## src/rtl/time_ascii_reporter_pkg.sv

```systemverilog
// ---------------------------------------------------------------------------
// time_report_pkg
// Shared constants for the ASCII time reporter: bit positions of the fields
// in the packed 24-bit time bus, frame length, ASCII codes used in the frame
// and the FSM state type.
// ---------------------------------------------------------------------------
package time_report_pkg;

    // Packed time bus layout: hour[23:19] min[18:13] sec[12:7] msec[6:0]
    localparam int MSEC_LSB = 0;
    localparam int MSEC_W   = 7;
    localparam int SEC_LSB  = 7;
    localparam int SEC_W    = 6;
    localparam int MIN_LSB  = 13;
    localparam int MIN_W    = 6;
    localparam int HOUR_LSB = 19;
    localparam int HOUR_W   = 5;

    // "HH:MM:SS.CC" + CR + LF
    localparam int FRAME_LEN = 13;

    localparam logic [7:0] ASCII_ZERO  = 8'h30;
    localparam logic [7:0] ASCII_COLON = 8'h3A;
    localparam logic [7:0] ASCII_DOT   = 8'h2E;
    localparam logic [7:0] ASCII_QMARK = 8'h3F;
    localparam logic [7:0] ASCII_CR    = 8'h0D;
    localparam logic [7:0] ASCII_LF    = 8'h0A;

    // FSM encoding kept as plain vector constants for legacy tools
    typedef logic [0:0] state_t;
    localparam state_t ST_IDLE = 1'b0;
    localparam state_t ST_SEND = 1'b1;

endpackage

```

## src/rtl/time_ascii_reporter_if.sv

```systemverilog
// ---------------------------------------------------------------------------
// time_ascii_reporter_if
// Valid/ready byte stream from the reporter to the UART transmitter.
//   o_tx_data  : current ASCII byte (master -> slave)
//   o_tx_valid : o_tx_data is valid   (master -> slave)
//   i_tx_ready : sink accepts the byte on this edge (slave -> master)
// ---------------------------------------------------------------------------
interface time_ascii_reporter_if;
    logic [7:0] o_tx_data;
    logic       o_tx_valid;
    logic       i_tx_ready;

    modport master (output o_tx_data, output o_tx_valid, input i_tx_ready);
    modport slave  (input o_tx_data, input o_tx_valid, output i_tx_ready);
endinterface

```

## src/rtl/time_ascii_reporter_bin2ascii2.sv

```systemverilog
// ---------------------------------------------------------------------------
// bin2ascii2
// Combinational two-digit decimal formatter.
//   value_i : 7-bit binary value (0..127)
//   tens_o  : ASCII tens digit, '?' when value_i > 99
//   ones_o  : ASCII ones digit, '?' when value_i > 99
// ---------------------------------------------------------------------------
module bin2ascii2
    import time_report_pkg::*;
(
    input  logic [6:0] value_i,
    output logic [7:0] tens_o,
    output logic [7:0] ones_o
);

    logic [6:0] tens_v;
    logic [6:0] ones_v;

    always_comb begin
        tens_v = value_i / 7'd10;
        ones_v = value_i % 7'd10;
        if (value_i > 7'd99) begin
            tens_o = ASCII_QMARK;
            ones_o = ASCII_QMARK;
        end else begin
            tens_o = ASCII_ZERO + {1'b0, tens_v};
            ones_o = ASCII_ZERO + {1'b0, ones_v};
        end
    end

endmodule

```

## src/rtl/time_ascii_reporter.sv

```systemverilog
// ---------------------------------------------------------------------------
// time_ascii_reporter
// Captures one snapshot of the packed time bus and streams it as the 13-byte
// frame "HH:MM:SS.CC\r\n" over a valid/ready byte interface. Frames start on
// i_req or automatically every AUTO_DIV ticks while i_auto is high.
//   clk     : system clock
//   reset   : asynchronous active-low reset
//   i_time  : packed time hour[23:19] min[18:13] sec[12:7] msec[6:0]
//   i_req   : single-cycle frame request
//   i_auto  : level, enables periodic requests
//   i_tick  : single-cycle 100 Hz tick
//   tx      : byte stream master (data/valid out, ready in)
//   o_busy  : a frame is in progress
// ---------------------------------------------------------------------------
module time_ascii_reporter
    import time_report_pkg::*;
#(
    parameter int AUTO_DIV = 100
) (
    input  logic                         clk,
    input  logic                         reset,
    input  logic [23:0]                  i_time,
    input  logic                         i_req,
    input  logic                         i_auto,
    input  logic                         i_tick,
    time_ascii_reporter_if.master        tx,
    output logic                         o_busy
);

    localparam int               CNT_W    = (AUTO_DIV > 1) ? $clog2(AUTO_DIV) : 1;
    localparam logic [CNT_W-1:0] CNT_LAST = CNT_W'(AUTO_DIV - 1);
    localparam logic [3:0]       IDX_LAST = 4'(FRAME_LEN - 1);

    state_t           state_q, state_d;
    logic [3:0]       idx_q, idx_d;
    logic             pending_q, pending_d;
    logic [CNT_W-1:0] cnt_q, cnt_d;
    logic [23:0]      snap_q, snap_d;

    logic             auto_req;
    logic             req;
    logic             xfer;
    logic [7:0]       byte_mux;

    logic [7:0] hour_t, hour_o, min_t, min_o, sec_t, sec_o, msec_t, msec_o;

    // One formatter per field, all fed from the frozen snapshot
    bin2ascii2 u_hour (.value_i(7'(snap_q[HOUR_LSB +: HOUR_W])), .tens_o(hour_t), .ones_o(hour_o));
    bin2ascii2 u_min  (.value_i(7'(snap_q[MIN_LSB  +: MIN_W])),  .tens_o(min_t),  .ones_o(min_o));
    bin2ascii2 u_sec  (.value_i(7'(snap_q[SEC_LSB  +: SEC_W])),  .tens_o(sec_t),  .ones_o(sec_o));
    bin2ascii2 u_msec (.value_i(snap_q[MSEC_LSB +: MSEC_W]),     .tens_o(msec_t), .ones_o(msec_o));

    // NOTE: every signal written in a combinational block gets a default
    // first, so no path through the block can leave it unassigned (a latch).
    always_comb begin
        auto_req  = 1'b0;
        cnt_d     = cnt_q;
        state_d   = state_q;
        idx_d     = idx_q;
        pending_d = pending_q;
        snap_d    = snap_q;

        // Auto divider: the tick that hits the last count issues a request
        if (!i_auto) begin
            cnt_d = '0;
        end else if (i_tick) begin
            if (cnt_q == CNT_LAST) begin
                cnt_d    = '0;
                auto_req = 1'b1;
            end else begin
                cnt_d = cnt_q + 1'b1;
            end
        end

        // i_req and an auto request in the same cycle are one request
        req  = i_req | auto_req;
        xfer = (state_q == ST_SEND) && tx.i_tx_ready;

        if (state_q == ST_IDLE) begin
            if (req || pending_q) begin
                state_d   = ST_SEND;
                idx_d     = '0;
                pending_d = 1'b0;
                snap_d    = i_time;
            end
        end else begin
            // A request during the frame (including on its last transfer)
            // is remembered once; further ones are dropped.
            if (req) begin
                pending_d = 1'b1;
            end
            if (xfer) begin
                if (idx_q == IDX_LAST) begin
                    state_d = ST_IDLE;
                    idx_d   = '0;
                end else begin
                    idx_d = idx_q + 4'd1;
                end
            end
        end
    end

    // Output byte is decoded from registers only; zero outside a frame
    always_comb begin
        byte_mux = 8'h00;
        if (state_q == ST_SEND) begin
            case (idx_q)
                4'd0:    byte_mux = hour_t;
                4'd1:    byte_mux = hour_o;
                4'd2:    byte_mux = ASCII_COLON;
                4'd3:    byte_mux = min_t;
                4'd4:    byte_mux = min_o;
                4'd5:    byte_mux = ASCII_COLON;
                4'd6:    byte_mux = sec_t;
                4'd7:    byte_mux = sec_o;
                4'd8:    byte_mux = ASCII_DOT;
                4'd9:    byte_mux = msec_t;
                4'd10:   byte_mux = msec_o;
                4'd11:   byte_mux = ASCII_CR;
                4'd12:   byte_mux = ASCII_LF;
                default: byte_mux = 8'h00;
            endcase
        end
    end

    // NOTE: state registers use non-blocking assignments so every flop
    // samples the pre-edge value of the others, independent of block order.
    always_ff @(posedge clk or negedge reset) begin
        if (!reset) begin
            state_q   <= ST_IDLE;
            idx_q     <= '0;
            pending_q <= 1'b0;
            cnt_q     <= '0;
            // NOTE: the snapshot is an ordinary register, not a memory array,
            // so it is reset like the rest and the output byte is defined.
            snap_q    <= '0;
        end else begin
            state_q   <= state_d;
            idx_q     <= idx_d;
            pending_q <= pending_d;
            cnt_q     <= cnt_d;
            snap_q    <= snap_d;
        end
    end

    assign tx.o_tx_data  = byte_mux;
    assign tx.o_tx_valid = (state_q == ST_SEND);
    assign o_busy        = (state_q == ST_SEND);

endmodule

```

## src/flat_wrapper.sv

```systemverilog
// flat-port wrapper written by rule: the top's interface ports become plain ports
module time_ascii_reporter_flat import time_report_pkg::*;
#(
    parameter int AUTO_DIV = 100
)
  (clk, reset, i_time, i_req, i_auto, i_tick, o_busy, tx_o_tx_data, tx_o_tx_valid, tx_i_tx_ready);
  time_ascii_reporter_if tx_i ();
  input  logic clk;
  input  logic reset;
  input  logic [23:0] i_time;
  input  logic i_req;
  input  logic i_auto;
  input  logic i_tick;
  output logic o_busy;
  output wire logic [$bits(tx_i.o_tx_data)-1:0] tx_o_tx_data;
  output wire logic [$bits(tx_i.o_tx_valid)-1:0] tx_o_tx_valid;
  input wire logic [$bits(tx_i.i_tx_ready)-1:0] tx_i_tx_ready;
  assign tx_o_tx_data = tx_i.o_tx_data;
  assign tx_o_tx_valid = tx_i.o_tx_valid;
  assign tx_i.i_tx_ready = tx_i_tx_ready;
  time_ascii_reporter #(.AUTO_DIV(AUTO_DIV)) u_core (.clk(clk), .reset(reset), .i_time(i_time), .i_req(i_req), .i_auto(i_auto), .i_tick(i_tick), .tx(tx_i), .o_busy(o_busy));
endmodule
```

## config.mk

```make
export PLATFORM = sky130hd
export DESIGN_NAME = time_ascii_reporter_flat
export DESIGN_NICKNAME = d
export VERILOG_FILES = /design/src/rtl/time_ascii_reporter_pkg.sv /design/src/rtl/time_ascii_reporter_if.sv /design/src/rtl/time_ascii_reporter_bin2ascii2.sv /design/src/rtl/time_ascii_reporter.sv /design/src/flat_wrapper.sv
export SDC_FILE = /design/constraint.sdc
export NUM_CORES = 1
export LEC_CHECK = 0
export CELL_PAD_IN_SITES_DETAIL_PLACEMENT = 0
export CELL_PAD_IN_SITES_GLOBAL_PLACEMENT = 1
export CORE_MARGIN = 5
export CORE_UTILIZATION = 45
export CTS_BUF_LIST = sky130_fd_sc_hd__clkbuf_16
export DETAILED_ROUTE_END_ITERATION = 12
export PLACE_DENSITY = 0.87
export SLEW_MARGIN = 30
export SYNTH_ARGS = -nofsm -noshare
export SYNTH_HDL_FRONTEND = slang
export SYNTH_HIERARCHICAL = 1
export SYNTH_SLANG_ARGS = --single-unit
```

## constraint.sdc

```tcl
create_clock -name clk -period 3 [get_ports clk]
set_input_delay 0.6 -clock clk [delete_from_list [all_inputs] [get_ports clk]]
set_output_delay 0.6 -clock clk [all_outputs]
set_load 0.02 [all_outputs]
```

After elaboration in Yosys (flattened, before gate mapping)
Cells that the tools add are included.
Widths: inputs -> output; s select.
{"block": "op_classes", "n_addsub": 10, "n_div": 8, "magnitude_cmp": 4, "eq_ne": 16, "mux": 27, "bitwise_logic": 2, "reduce_logical": 8}
{"operator": "$pmux 8 s12", "count": 1}
{"operator": "$mux 8", "count": 9}
{"operator": "$add 6x7->8 const A", "count": 8}
{"operator": "$mux 7", "count": 3}
{"operator": "$eq 4x4->1 const B", "count": 5}
{"operator": "$eq 4x3->1 const B", "count": 4}
{"operator": "$mux 4", "count": 4}
{"operator": "$div 6x4->7 const B", "count": 2}
{"operator": "$gt 6x7->1 const B", "count": 2}
{"operator": "$mod 6x4->7 const B", "count": 2}
{"operator": "$mux 1", "count": 10}
{"operator": "$eq 4x2->1 const B", "count": 2}
{"operator": "$add 7x1->7 const B", "count": 1}
{"operator": "$div 5x4->7 const B", "count": 1}
{"operator": "$div 7x4->7 const B", "count": 1}
{"operator": "$eq 7x7->1 const B", "count": 1}
{"operator": "$gt 5x7->1 const B", "count": 1}
{"operator": "$gt 7x7->1 const B", "count": 1}
{"operator": "$mod 5x4->7 const B", "count": 1}
{"operator": "$mod 7x4->7 const B", "count": 1}
{"operator": "$reduce_and 2->1", "count": 3}
{"operator": "$add 4x1->4 const B", "count": 1}
{"operator": "$eq 4x1->1 const B", "count": 1}
{"operator": "$logic_not 4->1", "count": 1}
{"operator": "other kinds (8)", "count": 9}
{"block": "totals", "regBits": 37, "in_bits": 30, "word_cells": 80}

Depth between registers and ports, before layout
Gate-level depths: netlist of run 1.
{"block": "depth", "ltp_word": 8, "depth_mapped": 10, "ltp_nobuf": 8}

Hierarchy
Netlist of run 1, hierarchy kept.
{"module": "time_ascii_reporter", "n_inst": 1, "cells_per_inst": 229, "area_per_inst_um2": 2348.5, "seq_area_each_um2": 925.9}
{"module": "bin2ascii2 at u_core.u_hour ...", "n_inst": 3, "cells_per_inst": 95, "area_per_inst_um2": 603.1, "seq_area_each_um2": 0.0}
{"module": "bin2ascii2 at u_core.u_sec", "n_inst": 1, "cells_per_inst": 94, "area_per_inst_um2": 593.1, "seq_area_each_um2": 0.0}

Worst setup path before layout of run 1
Ideal clock, no wire load.
{"block": "synth_path", "path_kind": "reg-to-output", "from": "register u_core.snap_q[9]", "to": "output tx_o_tx_data[1]", "arrival_ns": 2.102, "slack_ns": 0.298, "stages_incl_launch_ff": 9, "n_path_buf": 1, "cell_sequence": "dfrtp_1 -> buf_4 -> nor2b_1 -> mux2i_1 -> nor3_1 -> or4_1 -> a222oi_1 -> o32a_1 -> a21oi_1"}
{"block": "synth_via", "elab_chain_cells": 5, "word_cells_on_any_way": 9, "cone_classes": "add/sub: 2; div: 2; order compare: 1; mux: 4"}
{"item": "start: declaration", "line": "time_ascii_reporter.sv:38", "source": "logic [23:0] snap_q, snap_d;"}
{"item": "start signal: assignment", "line": "time_ascii_reporter.sv:142", "source": "snap_q <= snap_d;"}
{"item": "$mod 6x4->7", "line": "time_ascii_reporter_bin2ascii2.sv:21", "source": "ones_v = value_i % 7'd10;"}
{"item": "$add 6x7->8", "line": "time_ascii_reporter_bin2ascii2.sv:27", "source": "ones_o = ASCII_ZERO + {1'b0, ones_v};"}
{"item": "$mux 8 *", "line": "time_ascii_reporter_bin2ascii2.sv:22", "source": "if (value_i > 7'd99) begin"}
{"item": "named net u_core.sec_o[1]", "line": "time_ascii_reporter.sv:45", "source": "logic [7:0] hour_t, hour_o, min_t, min_o, sec_t, sec_o, msec_t, msec_o;"}
{"item": "$pmux 8 s12 *", "line": "time_ascii_reporter.sv:107", "source": "case (idx_q)"}
{"item": "$mux 8 *", "line": "time_ascii_reporter.sv:106", "source": "if (state_q == ST_SEND) begin"}
{"item": "end: declaration", "line": "flat_wrapper.sv:15", "source": "output wire logic [$bits(tx_i.o_tx_data)-1:0] tx_o_tx_data;"}
The timed path passes the listed nets; every way through them passes the cells marked *.

Final worst setup path of run 1
Same ends and word-level chain as after synthesis.

==> results of run 1 <==
## kinds of logic after synthesis
group / after synthesis / synth area share
fa+ha+maj: 9 / 0.0237
flops: 37 / 0.195
mux: 33 / 0.0916
other cells: 9 / 0.00711
xor+xnor: 15 / 0.0277
buf+inv: 105 / 0.130
compound gates: 202 / 0.294
simple gates: 198 / 0.230
## area by class of cell
type,count,area share
multi-input cells,504,0.554
clock buffers,5,0.0201
well taps,136,0.0274
flip-flops and latches,37,0.151
inverters,24,0.0145
clock inverters,3,0.00221
repair buffers,173,0.231
## placed cells by master (no fill, tap or decap), types with 14 or more instances in the layout
cell and n:
a21oi_1 37, a22oi_1 14, buf_4 126, clkdlybuf4s50_1 30, conb_1 47, dfrtp_1 29
inv_1 24, mux2_4 20, nand2_1 39, nand2b_1 21, nor2_1 40, nor3_1 15
o21ai_0 26, o21ai_1 14
## synthesized netlist by cell type, types with 9 or more instances
| master | number |
|---|---|
| a32oi_1 | 9 |
| nor2_1 | 41 |
| clkbuf_1 | 17 |
| nor2b_1 | 14 |
| a22oi_1 | 14 |
| a21oi_1 | 43 |
| nor3_1 | 16 |
| o211ai_1 | 11 |
| a31oi_1 | 11 |
| xor2_1 | 11 |
| dfrtp_1 | 37 |
| nand2b_1 | 21 |
| and2b_1 | 10 |
| nand3_1 | 10 |
| nand2_1 | 39 |
| ha_1 | 9 |
| conb_1 | 9 |
| buf_2 | 15 |
| o21ai_1 | 12 |
| mux2_4 | 19 |
| buf_4 | 39 |
| o21ai_0 | 29 |
| inv_1 | 23 |
## worst max path at each step
stage                 endpoint  slack, ps
6_report       tx_o_tx_data[1]       -150
5_1_grt        tx_o_tx_data[1]       -220
4_1_cts        tx_o_tx_data[1]       -150
3_5_place_dp   tx_o_tx_data[1]       -270
3_3_place_gp   tx_o_tx_data[1]       -300
2_1_floorplan  tx_o_tx_data[1]        300
## repair_timing
item	in CTS	in global routing
resized for setup	33	38
pin swaps	8	26
setup buffers	7	5
setup endpoints to repair	8	8
hold buffers	0	0
## metrics by stage
step	util	hold slack [ps]	power, µW	TNS [ps]
after CTS	0.588	474	6610	-366
after floorplan	-	304	4150	0
final	0.602	281	6920	-155
after global routing	0.602	329	7460	-438
after global placement	0.567	467	5870	-760
after detailed placement	0.567	479	5980	-795
## layer usage
metal | up-vias | wire [µm] | GRT usage
li1 | 2434 | - | -
met1 | 2336 | 6040 | 0.271
met5 | - | 0 | 0
met2 | 107 | 6330 | 0.348
met4 | 0 | 161 | 0.0449
met3 | 18 | 442 | 0.0251
## power by group through the flow
stage	logic (µW)	clock network [µW]	registers [µW]
after CTS	5080	522	1010
after floorplan	3310	0	844
final	5390	504	1030
after global placement	4870	0	995
after detailed placement	4970	0	1010
after global routing	5850	538	1080
## state kept, by name (all words and copies together) (netlist names)
| signal | flops |
|---|---|
| u_core/snap_q | 24 |
| u_core/cnt_q | 7 |
| u_core/idx_q | 4 |
| u_core/o_busy | 1 |
| u_core/pending_q | 1 |
## critical path, delay by kind of cell (launching register included)
family / cells / cell delay, ps
AO/OA/AOI/OAI: 5 / 950
flip-flops: 1 / 400
buffers and inverters: 2 / 320
AND/OR/NAND/NOR: 2 / 590
==> impl_metrics.yaml, run 1 <==
outcome:
  status: "finished, violations left"
  violations: "negative setup slack"
power_and_ir_drop:
  clkPwrFrac: 0.073
  p_int_uw: 3790
  switching_share: 0.452
  comb_power_share: 0.778
  p_seq_frac: 0.149
  vdd_ir_drop_max_uv: 528
  p_leak_uw: 0.00275
  power_density_nw_per_um2: 1110
  switchingPower_uw: 3130
worst_setup_path:
  reg2reg_to: "u_core/snap_q[17]"
  worstPathArrival_ps: 2550
  reg2reg_slack_ps: 900
  cp_max_fo: 5
  worstSetupStartpointType: "flip-flop"
  slowest_stage: "or4_1"
  worstReg2RegStart: "u_core/cnt_q[0]"
  critPathCaptureType: "output port"
  critPathLaunch: "u_core/snap_q[9]"
  critPathKind: "reg -> out"
  max_stage_delay_ps: 450
  r2r_cells: 6
  required_ps: 2400
  path_cells: "buf_4 > nor2b_1 > a32oi_1 > o22ai_1 > or4_1 > a222oi_1 > o32a_1 > a21oi_1 > buf_2"
cells_and_area:
  n_antenna_cell: 0
  multiInputGateArea_um2: 3450
  fillers: 959
  area_growth_pct: 30.9
  finalNetCount: 784
  drive_above_1_share: 0.294
  regArea_um2: 936
  fin_area_um2: 6220
  final_cells: 882
cts:
  cts_buffer_depth: 2
  numCtsBuffers: 5
  cts_tree: "yes"
  cts_sinks: 37
  clockRootBuffer: "clkbuf_16"
  h-tree-depth: 2
  clk_latency_ps: 280
  clk_pin_slew_ps: 60
yosys:
  yosys_warnings: 6
  yosysTopAreaCell: "dfrtp_1"
  syn_area_per_cell_um2: 7.81
  ys_seq_area_frac: 0.195
  ys.flop_type: "dfrtp_1"
  synthTopCellsByArea: "dfrtp_1 (19%), buf_4 (6.2%), mux2_4 (6.0%)"
  synthesis.area_um2: 4750
  synth_edf_count: 0
  ys_async_sr_fraction: 1.00
  syn_inst: 608
  yosysTopAreaCellShare: 0.195
  yosys_register_bits: 37
  synth.distinct_cells: 70
place:
  gp_congestion: 0.915
  hpwl_um: 9640
  place_area_um2: 5860
  io_buffer_count: 39
  place_inst: 862
  dp_slack_ps: -270
die:
  std_cell_rows: 37
  dieArea_um2: 12700
  die_h_um: 113
  io_pins: 40
  start_util: 0.460
  core_area_um2: 10300
  die_w_um: 113
grt:
  grt_first_pass_wirelength_um: 22100
  grt_max_degree: 38
  grt_pass1_vias: 4687
  antenna_found_initial: 0
  grt_use_total: 0.202
  grt_overflow_total: 0
run:
  max_cap_violations: 0
routing:
  dr.pass1.iters: 5
  num_vias: 4895
  drc: 0
  drt_iter0_drc: 293
  wl_um: 13000
  via_per_inst: 5.55
  wl_per_cell_um: 14.7
  antenna_left: 0
sta:
  clock_skew_ps: 5.58
  finalCritPeriodShare: 1.05
  fin_ws_ps: -151
  slew_viol_final: 0
  setup_viol: 2
  max_freq_mhz: 317
  fin_crit_ps: 3150
  hold_viol: 0
  rsz0062_at_grt: "true"
min_path:
  hp-class: "in -> async"
No activity file was read; power rests on OpenSTA's default activity.
==> run 2: changes to the inputs <==
- CTS_CLUSTER_SIZE: unset -> 28
==> results of run 2 <==
Final layout, timing and power as in run 1 (identical DEF).
